File: src/rtl/muldiv_unit.sv
// Iterative RV32M multiply/divide beside EX: 34-cycle latency, 1 cycle for divide special cases
// (and for all multiplies when MULDIV_FAST_MUL_EN is defined). Holds stall_req while busy; flush aborts silently.
module muldiv_unit #(
  parameter int XLEN = 32
) (
  input  logic            clk,
  input  logic            rst,
  input  logic            start,
  input  logic [2:0]      funct3,
  input  logic [XLEN-1:0] src1,
  input  logic [XLEN-1:0] src2,
  input  logic            flush,
  output logic            stall_req,
  output logic            busy,
  output logic            done,
  output logic [XLEN-1:0] result
);

  typedef enum logic [1:0] {IDLE, CALC, FIX, DONE} state_t;

  typedef struct packed {
    logic div;  // divide, else multiply
    logic sel;  // remainder (divide) or high product word (multiply)
    logic neg;  // negate the magnitude result in FIX
  } op_t;

  localparam logic [XLEN-1:0] MIN_INT = {1'b1, {(XLEN-1){1'b0}}};

  state_t            state, state_next;
  logic [5:0]        cnt;
  logic [2*XLEN-1:0] acc, acc_next, prod_fix;
  logic [XLEN-1:0]   opb, mag1, mag2, special_res, fix_val, div_val;
  logic [XLEN:0]     rem_sh, add_sum;
  op_t               op, op_in;
  logic              accept, special, sgn1, sgn2, neg1, neg2;

`ifdef MULDIV_FAST_MUL_EN
  logic [2*XLEN-1:0] fast_prod;
  assign fast_prod = {{XLEN{sgn1 & src1[XLEN-1]}}, src1} * {{XLEN{sgn2 & src2[XLEN-1]}}, src2};
`endif

  always_comb begin
    sgn1      = funct3[2] ? ~funct3[0] : (funct3[1:0] != 2'b11);
    sgn2      = funct3[2] ? ~funct3[0] : ~funct3[1];
    neg1      = sgn1 & src1[XLEN-1];
    neg2      = sgn2 & src2[XLEN-1];
    mag1      = neg1 ? -src1 : src1;
    mag2      = neg2 ? -src2 : src2;
    op_in.div = funct3[2];
    op_in.sel = funct3[2] ? funct3[1] : (funct3[1:0] != 2'b00);
    // Remainder follows the dividend's sign; everything else negates when signs differ.
    op_in.neg = (funct3[2] & funct3[1]) ? neg1 : (neg1 ^ neg2);
  end

  always_comb begin
    special     = 1'b0;
    special_res = '0;
    if (funct3[2] && src2 == '0) begin
      special     = 1'b1;
      special_res = funct3[1] ? src1 : '1;
    end else if (funct3[2] && !funct3[0] && src1 == MIN_INT && src2 == '1) begin
      special     = 1'b1;
      special_res = funct3[1] ? '0 : MIN_INT;
    end
`ifdef MULDIV_FAST_MUL_EN
    else if (!funct3[2]) begin
      special     = 1'b1;
      special_res = op_in.sel ? fast_prod[2*XLEN-1:XLEN] : fast_prod[XLEN-1:0];
    end
`endif
  end

  // acc holds {remainder, dividend/quotient} for divide, {product high, multiplier/product low} for multiply.
  always_comb begin
    rem_sh  = acc[2*XLEN-1:XLEN-1];
    add_sum = {1'b0, acc[2*XLEN-1:XLEN]} + (acc[0] ? {1'b0, opb} : '0);
    if (op.div) begin
      if (rem_sh >= {1'b0, opb})
        acc_next = {rem_sh[XLEN-1:0] - opb, acc[XLEN-2:0], 1'b1};
      else
        acc_next = {rem_sh[XLEN-1:0], acc[XLEN-2:0], 1'b0};
    end else begin
      acc_next = {add_sum, acc[XLEN-1:1]};
    end
    prod_fix = op.neg ? -acc : acc;
    div_val  = op.sel ? acc[2*XLEN-1:XLEN] : acc[XLEN-1:0];
    if (op.div)
      fix_val = op.neg ? -div_val : div_val;
    else
      fix_val = op.sel ? prod_fix[2*XLEN-1:XLEN] : prod_fix[XLEN-1:0];
  end

  always_comb begin
    state_next = state;
    accept     = 1'b0;
    case (state)
      IDLE: begin
        if (start && !flush) begin
          accept     = 1'b1;
          state_next = special ? DONE : CALC;
        end
      end
      CALC:    if (cnt == 6'd31) state_next = FIX;
      FIX:     state_next = DONE;
      DONE:    state_next = IDLE;
      default: state_next = IDLE;
    endcase
    if (flush) state_next = IDLE;
    busy      = (state == CALC) || (state == FIX);
    done      = (state == DONE);
    stall_req = accept || busy;
  end

  always_ff @(posedge clk) begin
    if (rst) begin
      state  <= IDLE;
      cnt    <= '0;
      acc    <= '0;
      opb    <= '0;
      op     <= '0;
      result <= '0;
    end else begin
      state <= state_next;
      if (accept) begin
        op  <= op_in;
        cnt <= '0;
        opb <= funct3[2] ? mag2 : mag1;
        acc <= {{XLEN{1'b0}}, (funct3[2] ? mag1 : mag2)};
        if (special) result <= special_res;
      end
      if (state == CALC) begin
        acc <= acc_next;
        cnt <= cnt + 6'd1;
      end
      if (state == FIX && !flush) result <= fix_val;
    end
  end

endmodule

File: config.mk
export PLATFORM = sky130hd
export DESIGN_NAME = muldiv_unit
export DESIGN_NICKNAME = d
export VERILOG_FILES = /design/src/rtl/muldiv_unit.sv
export SDC_FILE = /design/constraint.sdc
export NUM_CORES = 1
export LEC_CHECK = 0
export ABC_AREA = 1
export CAP_MARGIN = 30
export CORE_ASPECT_RATIO = 1.2
export CORE_MARGIN = 4
export CORE_UTILIZATION = 25
export CTS_CLUSTER_DIAMETER = 30
export DETAILED_ROUTE_END_ITERATION = 10
export SYNTH_ARGS = -nofsm -noshare
export SYNTH_HDL_FRONTEND = slang
export SYNTH_SLANG_ARGS = --single-unit
export TNS_END_PERCENT = 1
File: constraint.sdc
create_clock -name clk -period 2.3 [get_ports clk]
set_input_delay 0.46 -clock clk [delete_from_list [all_inputs] [get_ports clk]]
set_output_delay 0.46 -clock clk [all_outputs]
set_load 0.01 [all_outputs]
==> impl_metrics.ini, run 1 <==
[run_status]
status = complete, but fails checks
failed_checks = negative setup slack

[sta]
hold_violations = 0
fin_crit_ns = 2.47
tns_ns = -3.00
slew-limit-headroom_pct = 51.6
clock_skew_ns = 0.0134
worst_pin_slew_ns = 0.727
period_share_pct = 107
rsz0062_at_grt = yes
fmax_ghz = 0.405
finalSetupViolCount = 41
fin_hold_ws_ns = 0.458
final.setup.worst_slack_ns = -0.167
maxSlewViolCount = 0

[yosys]
ys.flop_type = dfxtp_1
syn_area_per_cell_sq_um = 5.36
ys_seq_elements = 139
syn_area_sq_mm = 0.0186
synth_warnings = 0
syn-num-nets = 3621
synthDominantCellAreaShare_pct = 20.4
syn_inst = 3474
synth_edf_count = 0
synth_seq_area_share_pct = 15.0
synth_area_leaders = nand2_1 20%, dfxtp_1 15%, inv_1 9.3%, nand3_1 8.7%, nor2_1 7.3%
synth_cell_types = 57
yosysTopAreaCell = nand2_1
synthArstFlopShare_pct = 0

[clock_network]
clk_path_buf_depth = 2
cts_root_buf = clkbuf_16
htreeDepth = 4
clk-insertion-delay-late_ns = 0.46
numCtsBuffers = 17
cts_sinks = 139
cts_tree = done
cts_hold_buf = 0
clk_transition_reported_paths_ns = 0.08

[floorplanning]
start_util_pct = 25.2
placeableCoreArea_sq_mm = 0.0738
num_rows = 109
dieArea_sq_mm = 0.0789
die_h_um = 307
boundaryPins = 106
die_w_um = 257

[flow_run]
maxCapViolCount = 0

[route]
ant_nets = 0
drc_errors = 0
wire_per_inst_um = 19.2
drt_wl_total_um = 101000
avgViaCountPerCell = 5.11
dr.pass1.iters = 6
vias = 26800
drt-initial-drc-count = 2853

[placed_design]
gp_congestion = 1.05
port_buffers = 105
place_ws_ns = -0.659
dp_hpwl_um = 81800

[power]
power_density_mw_per_mm2 = 410
vdd.ir_drop.worst_uv = 581
leakage_uw = 0.0144

[setup_path]
crit_path_end_kind = flop
critical_path_required_ns = 2.65
start_kind = flop
reg2reg_from = acc[0]
crit_arrival_ns = 2.81
critPathLaunch = acc[0]
crit_fanout = 6
critical_path_class = flop to flop

[layout]
areaGrowthSynthToFinish_pct = 58.4
multi_input_area_sq_mm = 0.0157
area.sequential_sq_mm = 0.00283
drive_gt1_share_pct = 32.3
finalNetCount = 4382
fin_util_pct = 39.9
fillers = 7784

[min_path]
hp-class = input port to flop
min_from = rst

[global_route]
grt_use_total_pct = 24.0
overflow = 0
grt_pass1_vias = 24900
grt_pass1_wl_um = 147000
antenna_found_initial = 1
grt_max_degree = 94
per-stage QoR:
| step | power [uW] | area, sq um | instances |
|---|---|---|---|
| floorplan | 5540 | 18600 | 3474 |
| global placement | 8540 | 26200 | 5192 |
| detailed placement | 8560 | 26200 | 5192 |
| CTS | 11600 | 27700 | 5232 |
| global route | 12700 | 29500 | 5247 |
| finish | 12100 | 29500 | 5248 |
report_power, final:
part           total, uW  switching [uW]  internal (uW)
Combinational       6580            3830           2750
Sequential          2650             141           2510
Clock               2860            1400           1470
Total              12100            5370           6720
layout make-up:
cell class                      instances  area share (%)
Antenna cell                            1         0.00849
Clock buffer                           17            1.44
Clock inverter                         15           0.565
Inverter                              479            6.22
Multi-Input combinational cell       2720            53.2
Sequential cell                       139            9.60
Tap cell                              999            4.24
Timing Repair Buffer                  878            24.7
synth_stat cells, types with 24 or more instances:
cell and instances:
nor2_1 361, nand4_1 79, inv_1 463, buf_2 32
nand2_1 1013, o21ai_0 256, xor2_1 53, ha_1 74
clkbuf_1 60, o21ai_1 24, nor3_1 39, a21oi_1 258
nand3_1 324, o211ai_1 31, a31oi_1 36, buf_1 28
dfxtp_1 139
cells by family after synthesis:
| group | count (synthesis) | synth area share, % |
|---|---|---|
| adder cells (fa/ha/maj) | 76 | 5.19 |
| AND/OR/NAND/NOR | 1906 | 43.7 |
| AO/OA/AOI/OAI | 680 | 20.3 |
| buffers and inverters | 615 | 13.2 |
| XOR/XNOR | 58 | 2.73 |
| flip-flops | 139 | 15.0 |
metal layers:
| metal | up-vias | share of wire (%) | GRT usage, % |
|---|---|---|---|
| met4 | 0 | 7.5 | 13.8 |
| met2 | 1283 | 45 | 40.5 |
| li1 | 12900 | - | - |
| met3 | 326 | 7.7 | 2.87 |
| met5 | - | 0 | 0 |
| met1 | 12300 | 40 | 29.7 |
critical path, cell delays in order, from the launching register on:
cell,delay (ns)
dfxtp_2,0.33
buf_4,0.16
inv_2,0.09
buf_4,0.12
nand3_2,0.11
nor2_4,0.19
nand3_2,0.15
nor2_4,0.21
nand2_1,0.07
nand2_1,0.12
a21oi_1,0.07
o21ai_0,0.18
nand2_1,0.25
nand2_1,0.21
a21oi_1,0.08
placed cells by master, fill, tap and decap left out, drive strengths merged, types with 2 or more instances in the layout:
cell type,synthesis,routed
a21boi,2,2
nand4,79,79
a211oi,2,2
clkinv,5,8
or2,19,19
fa,2,2
clkinvlp,0,5
nor2,381,381
nand2,1022,1022
nor3,41,41
a221oi,2,2
o31ai,4,4
a21oi,265,265
nor4,8,8
nand3b,14,14
o211ai,31,31
dfxtp,139,139
o221ai,9,9
clkbuf,60,18
a31oi,36,36
dlymetal6s2s,0,2
o21ai,299,299
o21a,11,11
ha,74,74
a22oi,7,7
and3,3,3
buf,76,772
inv,474,481
clkdlybuf4s50,0,100
nor3b,3,3
xor2,53,53
nand3,331,331
xnor2,5,5
and2,5,5
o21bai,8,8
timing repair:
action | 4_1_cts | 5_1_grt
setup endpoints to repair | 73 | 99
setup buffers | 7 | 14
gates resized for setup | 220 | 445
gates cloned | 1 | 1
pin swaps | 26 | 104
worst paths after layout:
check                           slack [ns]        end  cells after the start
worst min-delay path                  0.46     opb[1]                      4
worst max-delay path                 -0.17  result[7]                     14
worst max register to register       -0.17  result[7]                     14
worst min register to register        0.49     cnt[1]                      2
flip-flops by register name, indices dropped and copies added (netlist names):
| signal | cells |
|---|---|
| state | 2 |
| cnt | 6 |
| op | 3 |
| result | 32 |
| opb | 32 |
| acc | 64 |
(Power assumes the default switching activity.)
==> inputs of run 2 (changes only) <==
--- a/constraint.sdc
+++ b/constraint.sdc
@@ -3,2 +3,2 @@
 set_output_delay 0.46 -clock clk [all_outputs]
-set_load 0.01 [all_outputs]
+set_load 0.1 [all_outputs]
==> impl_metrics.ini, run 2 (synthesized netlist as in run 1, its figures left out) <==
[run_status]
failed_checks = negative setup slack
status = complete, but fails checks

[sta]
tns_ns = -3.51
hold_violations = 0
fin_hold_ws_ns = 0.441
fin_crit_ns = 2.48
period_share_pct = 108
clock_skew_ns = 0.0121
maxSlewViolCount = 0
finalSetupViolCount = 55
fmax_ghz = 0.404
final.setup.worst_slack_ns = -0.178
worst_pin_slew_ns = 0.679
slew-limit-headroom_pct = 54.8
rsz0062_at_grt = yes

[route]
drt_wl_total_um = 101000
vias = 26600
wire_per_inst_um = 19.4
dr.pass1.iters = 6
drc_errors = 0
avgViaCountPerCell = 5.09
ant_nets = 0
drt-initial-drc-count = 2845

[setup_path]
crit_fanout = 17
critical_path_required_ns = 2.60
start_kind = flop
crit_path_end_kind = flop
slowest_stage = dfxtp_4
rrSetupSlack_ns = -0.18
path_cells = buf_12, buf_12, nand2_1, inv_2, ha_4, a21oi_4, o21ai_2, a21oi_2, nand2_4, buf_4, nand3_1, nand2_1, nand2_1, nand3_1, nand3_1, a21oi_1
crit_arrival_ns = 2.78
max_stage_delay_ns = 0.36
critical_path_class = flop to flop

[layout]
fin_util_pct = 39.1
areaGrowthSynthToFinish_pct = 55.0
reg_top3 = acc (64), opb (32), result (32)
layout_commonest_cell = nand2_1
layout_common_cells = 906 x nand2_1, 747 x buf_4, 425 x inv_1, 308 x nor2_1, 271 x nand3_1
largest_reg_flops = 64
regMostFlops = acc
drive_gt1_share_pct = 31.0
finalNetCount = 4356

[floorplanning]
die_h_um = 307
dieArea_sq_mm = 0.0789
num_rows = 109
die_w_um = 257
placeableCoreArea_sq_mm = 0.0738
start_util_pct = 25.2
boundaryPins = 106

[placed_design]
port_buffers = 105
gp_congestion = 1.04
dp_hpwl_um = 82700

[power]
leakage_uw = 0.0141
intPower_uw = 6680
seqPwrFrac_pct = 22.1
vdd.ir_drop.worst_uv = 546
pwr-share-clk_pct = 24.7
switchingPower_uw = 5340
swShare_pct = 44.4
pwr-share-comb_pct = 53.2
power_density_mw_per_mm2 = 417

[global_route]
antenna_found_initial = 2
grt_pass1_vias = 24500
overflow = 0
grt_pass1_wl_um = 148000
grt_max_degree = 128
grt_use_total_pct = 24.3

[clock_network]
cts_root_buf = clkbuf_16
cts_sinks = 139
clk_path_buf_depth = 2
numCtsBuffers = 17
cts_tree = done
clk-insertion-delay-late_ns = 0.46
cts_hold_buf = 0
clk_transition_reported_paths_ns = 0.07
htreeDepth = 4

[min_path]
hp-class = input port to flop

[flow_run]
maxCapViolCount = 0
run 2: layout make-up:
type                       instances  area [sq um]
antenna                            1          2.50
clock buffer                      17           425
clock inverter                    15           195
fill                            7970         44900
inverter                         479          1830
multi-input combinational       2720         15400
sequential                       139          2820
tap                              999          1250
timing repair buffer             852          6920
run 2: worst paths after layout:
| path | start | endpoint | cells after the start |
|---|---|---|---|
| max | acc[0] | acc[52] | 16 |
| max reg2reg | acc[0] | acc[52] | 16 |
| min | rst | opb[26] | 4 |
| min reg2reg | cnt[1] | cnt[1] | 2 |
run 2: worst max-delay path: cells and delay by family (launching register included):
family	cells	cell delay (ns)
AND/OR/NAND/NOR	7	0.62
flip-flops	1	0.36
adder cells (fa/ha/maj)	1	0.28
buffers and inverters	4	0.51
AO/OA/AOI/OAI	4	0.54
run 2: per-stage QoR:
stage	instance area, sq um	total power, uW	std cells	setup slack [ns]
3_3_place_gp	26000	8490	5179	-0.516
2_1_floorplan	18600	5560	3474	-0.00540
3_5_place_dp	26000	8510	5179	-0.556
5_1_grt	28800	12600	5221	-0.269
6_report	28800	12000	5222	-0.178
4_1_cts	27700	11700	5214	-0.0847
run 2: timing repair:
item / CTS / global route
pin swaps: 41 / 62
cloned: 0 / 0
setup endpoints to repair: 70 / 103
setup buffers: 3 / 7
resized for setup: 261 / 291
run 2: power groups by stage:
stage | Clock (uW) | Combinational, uW | Sequential [uW]
finish | 2970 | 6400 | 2650
global route | 3070 | 6850 | 2660
CTS | 3000 | 6050 | 2640
detailed placement | 0 | 5810 | 2690
global placement | 0 | 5800 | 2690
floorplan | 0 | 2900 | 2660
run 2: per-layer routing:
metal | routed length (um) | GRT usage (%) | up-vias
met5 | 0 | 0 | -
met4 | 8010 | 16.0 | 0
met3 | 7810 | 3.05 | 326
met2 | 45400 | 39.5 | 1289
met1 | 40100 | 30.2 | 12200
li1 | - | - | 12800
